$ cat src/rtl/mem_port_arbiter.sv
// rtl/mem_port_arbiter.sv - four-requester memory port arbiter, round-robin or fixed priority, with grant watchdog
module mem_port_arbiter #(
  parameter int TIMEOUT_CYCLES = 255
) (
  input  logic       clk,
  input  logic       rst_n,
  input  logic [3:0] req,
  input  logic       fixed_prio,
  input  logic       mem_resp,
  output logic [1:0] sel,
  output logic [3:0] gnt,
  output logic       mem_req,
  output logic [3:0] ack,
  output logic       timeout_err
);

  localparam int CW = (TIMEOUT_CYCLES > 0) ? $clog2(TIMEOUT_CYCLES + 1) : 1;

  typedef enum logic {IDLE, BUSY} state_t;

  state_t          state_q, state_d;
  logic [1:0]      sel_q, sel_d;
  logic [1:0]      last_q, last_d;
  logic [3:0]      gnt_q, gnt_d;
  logic            mem_req_q, mem_req_d;
  logic            timeout_err_q, timeout_err_d;
  logic [CW-1:0]   cnt_q, cnt_d;

  logic [3:0]      arb_cand;
  logic [1:0]      cand_idx;
  logic [1:0]      arb_idx;
  logic            arb_found;
  logic            expire;
  logic            do_grant;

  // The current grantee is masked out while busy: its req only drops the cycle after ack.
  always_comb begin
    arb_cand  = (state_q == IDLE) ? req : (req & ~gnt_q);
    arb_found = 1'b0;
    arb_idx   = 2'd0;
    cand_idx  = 2'd0;
    for (int k = 0; k < 4; k++) begin
      cand_idx = fixed_prio ? 2'(k) : (last_q + 2'(k) + 2'd1);
      if (!arb_found && arb_cand[cand_idx]) begin
        arb_found = 1'b1;
        arb_idx   = cand_idx;
      end
    end
  end

  assign expire = (TIMEOUT_CYCLES != 0) && (cnt_q == CW'(TIMEOUT_CYCLES - 1));

  always_comb begin
    state_d       = state_q;
    sel_d         = sel_q;
    last_d        = last_q;
    gnt_d         = gnt_q;
    mem_req_d     = mem_req_q;
    cnt_d         = cnt_q;
    timeout_err_d = 1'b0;
    do_grant      = 1'b0;
    case (state_q)
      IDLE: do_grant = arb_found;
      BUSY: begin
        if (mem_resp || expire) begin
          timeout_err_d = ~mem_resp;
          if (arb_found) begin
            do_grant = 1'b1;
          end else begin
            state_d   = IDLE;
            gnt_d     = 4'b0000;
            mem_req_d = 1'b0;
            cnt_d     = '0;
          end
        end else if (cnt_q != {CW{1'b1}}) begin
          cnt_d = cnt_q + CW'(1);
        end
      end
      default: state_d = IDLE;
    endcase
    if (do_grant) begin
      state_d   = BUSY;
      sel_d     = arb_idx;
      gnt_d     = 4'b0001 << arb_idx;
      mem_req_d = 1'b1;
      last_d    = arb_idx;
      cnt_d     = '0;
    end
  end

  always_ff @(posedge clk or negedge rst_n) begin
    if (!rst_n) begin
      state_q       <= IDLE;
      sel_q         <= 2'd0;
      last_q        <= 2'd3;
      gnt_q         <= 4'b0000;
      mem_req_q     <= 1'b0;
      timeout_err_q <= 1'b0;
      cnt_q         <= '0;
    end else begin
      state_q       <= state_d;
      sel_q         <= sel_d;
      last_q        <= last_d;
      gnt_q         <= gnt_d;
      mem_req_q     <= mem_req_d;
      timeout_err_q <= timeout_err_d;
      cnt_q         <= cnt_d;
    end
  end

  assign sel         = sel_q;
  assign gnt         = gnt_q;
  assign mem_req     = mem_req_q;
  assign timeout_err = timeout_err_q;
  assign ack         = gnt_q & {4{mem_resp & mem_req_q}};

endmodule
$ cat config.mk
export PLATFORM = sky130hd
export DESIGN_NAME = mem_port_arbiter
export DESIGN_NICKNAME = d
export VERILOG_FILES = /design/src/rtl/mem_port_arbiter.sv
export SDC_FILE = /design/constraint.sdc
export NUM_CORES = 1
export LEC_CHECK = 0
export CORE_MARGIN = 2
export CORE_UTILIZATION = 50
export CTS_BUF_LIST = sky130_fd_sc_hd__clkbuf_8
export CTS_CLUSTER_DIAMETER = 40
export DETAILED_ROUTE_END_ITERATION = 6
export GPL_TIMING_DRIVEN = 0
export MAX_ROUTING_LAYER = met4
export PLACE_DENSITY = 0.8
export SETUP_SLACK_MARGIN = 0.4
export SYNTH_ARGS = -nofsm -noshare
export SYNTH_HDL_FRONTEND = slang
export SYNTH_SLANG_ARGS = --single-unit
$ cat constraint.sdc
create_clock -name clk -period 1.9 [get_ports clk]
set_input_delay 0.38 -clock clk [delete_from_list [all_inputs] [get_ports clk]]
set_output_delay 0.38 -clock clk [all_outputs]
set_load 0.05 [all_outputs]
# Word level (Yosys, flattened, before mapping)
# Cells that the tools add are included.
[totals]
register_bits = 19
in_bits = 8
out_inout_bits = 12
wordCells = 83
[classes]
add_sub_neg = 7
magnitude_cmp = 4
n_eq_ne = 4
n_shift = 1
n_mux = 42
bitwise = 6
n_reduce_logical = 12
[op_table]
columns = ["operator", "count"]
rows = [
  ["8-bit two-way mux", 5],
  ["4-bit two-way mux", 5],
  ["1-bit two-way mux", 19],
  ["2-bit two-way mux", 8],
  ["2-bit by 3-bit < comparator with 1-bit output, second input constant", 4],
  ["2-bit by 1-bit adder with 2-bit output, second input constant", 4],
  ["8-bit by 1-bit adder with 8-bit output, second input constant", 1],
  ["4-bit AND", 2],
  ["1-bit binary-select mux with 2-bit select", 4],
  ["8-bit == test, second input constant", 1],
  ["8-bit inequality test, second input constant", 1],
  ["3-bit AND reduction", 2],
  ["2-bit adder, second input constant", 2],
  ["4-bit inverter", 1],
  ["2-bit nonzero test", 2],
  ["1-bit by 2-bit << shifter with 4-bit output, first input constant", 1],
  ["1-bit logical AND", 3],
  ["1-bit logical NOT", 3],
  ["3-bit inequality test, second input constant", 1],
  ["3-bit nonzero test", 1],
  ["2-bit by 1-bit inequality test with 1-bit output, second input constant", 1],
  ["1-bit inverter", 2],
  ["1-bit case mux with 2 select lines", 1],
  ["1-bit AND", 1],
  ["1-bit logical OR", 1],
]

# Logic depth before layout (Yosys ltp)
[logic_depth]
word_depth = 20
mapped_depth = 8
ltp_nobuf = 7

# Worst setup path before layout
# OpenSTA, ideal clock, no wires.
[synth_path]
kind = "reg2reg"
start = "register gnt_q[1] (netlist: gnt[1])"
end = "register gnt_q[1] (netlist: gnt[1])"
setup_ns = 0.122
arrival_time_ns = 1.779
t_required_ns = 1.778
slack_ns = 0.000
stages_incl_launch_ff = 7
n_path_buf = 0
period_less_slack_ns = 1.900
cell_sequence = "dfrtp_1 -> mux2_2 -> nand2_1 -> a211o_1 -> a21oi_2 -> nor2_2 -> a32o_1"
[synth_via]
elab_chain_len = 20
word_cells_on_any_way = 34
cone_classes = "1 x eq/ne; 1 x shift; 21 x mux; 2 x bitwise; 9 x reduce/logical"
[synth_rtl]
columns = ["item", "line", "rtl"]
rows = [
  ["start, declared", "24", "logic [3:0] gnt_q, gnt_d;"],
  ["start signal, assigned", "104", "gnt_q <= gnt_d;"],
  ["4-bit inverter *", "38", "arb_cand = (state_q == IDLE) ? req : (req & ~gnt_q);"],
  ["4-bit AND *", "38", ""],
  ["4-bit two-way mux *", "38", ""],
  ["1-bit binary-select mux with 2-bit select", "44", "if (!arb_found && arb_cand[cand_idx]) begin"],
  ["1-bit two-way mux (not written as such)", "44", ""],
  ["1-bit two-way mux", "44", ""],
  ["1-bit logical NOT", "44", ""],
  ["1-bit logical AND", "44", ""],
  ["(+4 left out)", "--", ""],
  ["1-bit logical NOT", "44", ""],
  ["1-bit logical AND", "44", ""],
  ["1-bit two-way mux", "44", ""],
  ["1-bit two-way mux", "67", "if (arb_found) begin"],
  ["1-bit two-way mux", "65", "if (mem_resp || expire) begin"],
  ["1-bit case mux with 2 select lines", "62", "case (state_q)"],
  ["2-bit by 1-bit inequality test with 1-bit output (no source line) or 2-bit nonzero test (tied branches)", "--", ""],
  ["3-bit AND reduction (no source line)", "--", ""],
]
# Every way passes the cells marked *; elsewhere a longest branch is shown, timed or not. The select of a mux whose other input is x is not followed.
# A chain may end at the register's enable or synchronous reset.

# Worst setup path in the final report
[layout_path]
start = "register last_q[0]"
end = "register gnt_q[2] (netlist: gnt[2])"
[layout_via]
elab_chain_len = 19
word_cells_on_any_way = 41
cone_classes = "6 x add/sub; 1 x eq/ne; 1 x shift; 24 x mux; 9 x reduce/logical"
[layout_rtl]
columns = ["item", "line", "rtl"]
rows = [
  ["start, declared", "23", "logic [1:0] last_q, last_d;"],
  ["start signal, assigned", "103", "last_q <= last_d;"],
  ["parallel branches: the longest is 19 deep, another holds 2-bit by 1-bit adder with 2-bit output", "--", ""],
]
# Several ways; the timed one is not identified. The select of a mux whose other input is x is not followed.

==> results.tsv <==
metric	value	unit
status	finished, violations left	
violations	negative setup slack	
cp.depth	7	
finalCriticalPeriod	1.92	ns
port_buffers	19	
cp_top_family	compound AO/OA/AOI/OAI gates	
diodes	0	
clock_latency	0.25	ns
regToRegEndpoint	gnt[2]$_DFFE_PN0P_	
numCtsBuffers	3	
ys_async_sr_fraction	1.00	
grt_max_degree	20	
r2r_slack	-0.02	ns
initial_core_util	0.521	
synth_seq_cells	19	
dieArea	0.00327	sq mm
hold_buffers	0	
power	2.54	mW
pwr-share-comb	0.649	
syn_nets	162	
root_buffer	clkbuf_8	
slowest_stage	dfstp_2	
hold_class	reg -> reg	
power.switching	1.18	mW
slowest_delay	0.54	ns
post-route-util	0.790	
final_layout_size_suffix_gt1_frac	0.545	
yosys_warnings	0	
first_iter_violations	137	
finalCritPeriodShare	1.01	
peakVddDrop	1.10	mV
synth_area_leaders	dfrtp_1, nand2_1, dfstp_2	
clock-sinks	19	
drtAntennaViolNets	0	
synth_edf_count	0	
rsz0062_at_grt	yes	
std_cell_rows	19	
die_h	57.2	um
syn-mean-instance-area	9.29	sq um
yosysSeqAreaShare	0.338	
switching_share	0.465	
syn_to_final_growth	51.5	%
cts_tree	yes	
pin_count	20	
yosysTopAreaCellShare	0.301	
cp.arrival	2.04	ns
p_int	1.36	mW
reg2reg_from	last_q[0]$_DFFE_PN1P_	
numPlacedInstances	202	
startpoint_type	flop	
grt_pass1_vias	1378	
max_freq	520	MHz
grt-ovfl-total	0	
postPlaceCellArea	0.00170	sq mm
startpoint	last_q[0]$_DFFE_PN1P_	
powerDensity	1190	mW/mm^2
synth_area	0.00141	sq mm
setup_tns	-0.0804	ns
hold_viol	0	
leakagePower	0.897	nW
coreArea	0.00271	sq mm
dp_hpwl	2460	um
clkTransAtPathRegs	0.07	ns
worstSetupPathType	reg -> reg	
reg2regPathDepth	7	
max_slew_margin	0.440	
synthDistinctLibCells	55	
die_w	57.2	um
hold_ws	0.502	ns
num_vias	1509	
fin_skew	0.0101	ns
pwr-share-clk	0.105	
tightest_slew	0.838	ns
slew_viol_final	0	
via_per_inst	6.53	
grt_pass1_wl	6370	um
crit_required	2.02	ns
drcViolationCount	0	
routed_wl	4590	um
synth_cells	152	
htreeDepth	1	
cp_cell_sequence	buf_8, xor2_4, and2_4, a31oi_4, a221oi_4, o311a_1, a211oi_2	
finalWorstSetupSlack	-0.0239	ns
layout.cells.non_filler	231	
final_area	0.00214	sq mm
route.detailed.wl_per_inst	19.9	um
setup.worst_path.end_class	flop	
place_ws	-0.550	ns
layout.nets	211	
worstPathBufferInverterCount	1	
synth_area_leader_cell	dfrtp_1	
crit_fanout	7	
seqPwrFrac	0.246	
dr.pass1.iters	7	
cp-endpoint	gnt[2]$_DFFE_PN0P_	
maxCapViolCount	0	
cts.path.max_buffers	2	
track_usage	0.252	
synth-main-ff-cell	dfrtp_1	
routabilityCongestion	0.869	
setup_viol	5	
antenna_found_initial	0	
## worst min path at each step
stage | from | to | slack [ns] | cells past startpoint
6_report | cnt_q[5]$_DFFE_PN0P_ | cnt_q[5]$_DFFE_PN0P_ | 0.50 | 1
5_1_grt | cnt_q[5]$_DFFE_PN0P_ | cnt_q[5]$_DFFE_PN0P_ | 0.53 | 1
4_1_cts | cnt_q[5]$_DFFE_PN0P_ | cnt_q[5]$_DFFE_PN0P_ | 0.48 | 1
3_5_place_dp | cnt_q[5]$_DFFE_PN0P_ | cnt_q[5]$_DFFE_PN0P_ | 0.46 | 1
3_3_place_gp | cnt_q[5]$_DFFE_PN0P_ | cnt_q[5]$_DFFE_PN0P_ | 0.46 | 1
2_1_floorplan | rst_n | cnt_q[0]$_DFFE_PN0P_ | 0.08 | 0
## power groups by stage
stage          combinational, mW  sequential, mW  clock [mW]
2_1_floorplan              0.775           0.780           0
3_3_place_gp                1.21           0.607           0
3_5_place_dp                1.24           0.614           0
4_1_cts                     1.40           0.611       0.278
5_1_grt                     1.73           0.644       0.284
6_report                    1.65           0.627       0.267
## flip-flops by register name (all words and copies together), names as in the netlist
register,flops
sel,2
mem_req,1
timeout_err,1
cnt_q,8
state_q,1
last_q,2
gnt,4
## timing repair
item / CTS / global route
gates cloned: 1 / 0
setup buffers: 14 / 10
gates resized for setup: 86 / 23
endpoints found under the setup margin: 29 / 22
pin swaps: 16 / 14
## layout by cell type, fill, tap and decap left out, types with 5 or more instances in the layout
| master | synthesis | final |
|---|---|---|
| a21oi_2 | 2 | 6 |
| o21ai_1 | 3 | 10 |
| buf_4 | 2 | 23 |
| nor2_1 | 14 | 9 |
| buf_6 | 1 | 7 |
| nand2_1 | 17 | 16 |
| dlygate4sd2_1 | 0 | 5 |
| inv_1 | 5 | 6 |
| clkdlybuf4s15_2 | 0 | 6 |
| nand3_1 | 6 | 6 |
| dfrtp_1 | 17 | 11 |
| nor3_2 | 0 | 5 |
| dfrtp_2 | 0 | 6 |
## cell usage after synthesis, types with 3 or more instances
| master | n |
|---|---|
| o21ai_1 | 3 |
| inv_1 | 5 |
| nor3_1 | 6 |
| and3_1 | 4 |
| nand2b_1 | 4 |
| o21ai_0 | 10 |
| o41ai_1 | 3 |
| nand3_1 | 6 |
| dfrtp_1 | 17 |
| nor2_1 | 14 |
| a21oi_1 | 8 |
| nand2_1 | 17 |
| a21boi_2 | 4 |
## cell families (layout without fill, tap and decap cells)
family,Yosys count,after routing,share of synthesized area
buffers and inverters,10,57,0.0381
xor gates and xnor gates,1,1,0.0115
adders and majority gates,2,2,0.0177
muxes,4,4,0.0328
DFF,19,19,0.338
AOI/OAI and AO/OA,49,50,0.311
and+or+nand+nor,67,67,0.251
## layout make-up
| type | count | area, sq um |
|---|---|---|
| plain buffers | 4 | 53.8 |
| clock buffers | 3 | 41.3 |
| clock inverters | 1 | 3.75 |
| fillers | 157 | 569 |
| inverters | 6 | 22.5 |
| multi-input cells | 124 | 1120 |
| flip-flops and latches | 19 | 485 |
| well taps | 31 | 38.8 |
| repair buffers | 43 | 379 |
## per-layer routing
| metal | share of wire | GRT usage | vias up |
|---|---|---|---|
| li1 | - | - | 671 |
| met1 | 0.39 | 0.314 | 748 |
| met2 | 0.53 | 0.427 | 78 |
| met3 | 0.063 | 0.0363 | 12 |
| met4 | 0.015 | 0.0698 | 0 |
| met5 | 0 | - | - |
Note: power is estimated with default switching activity, not from simulation.
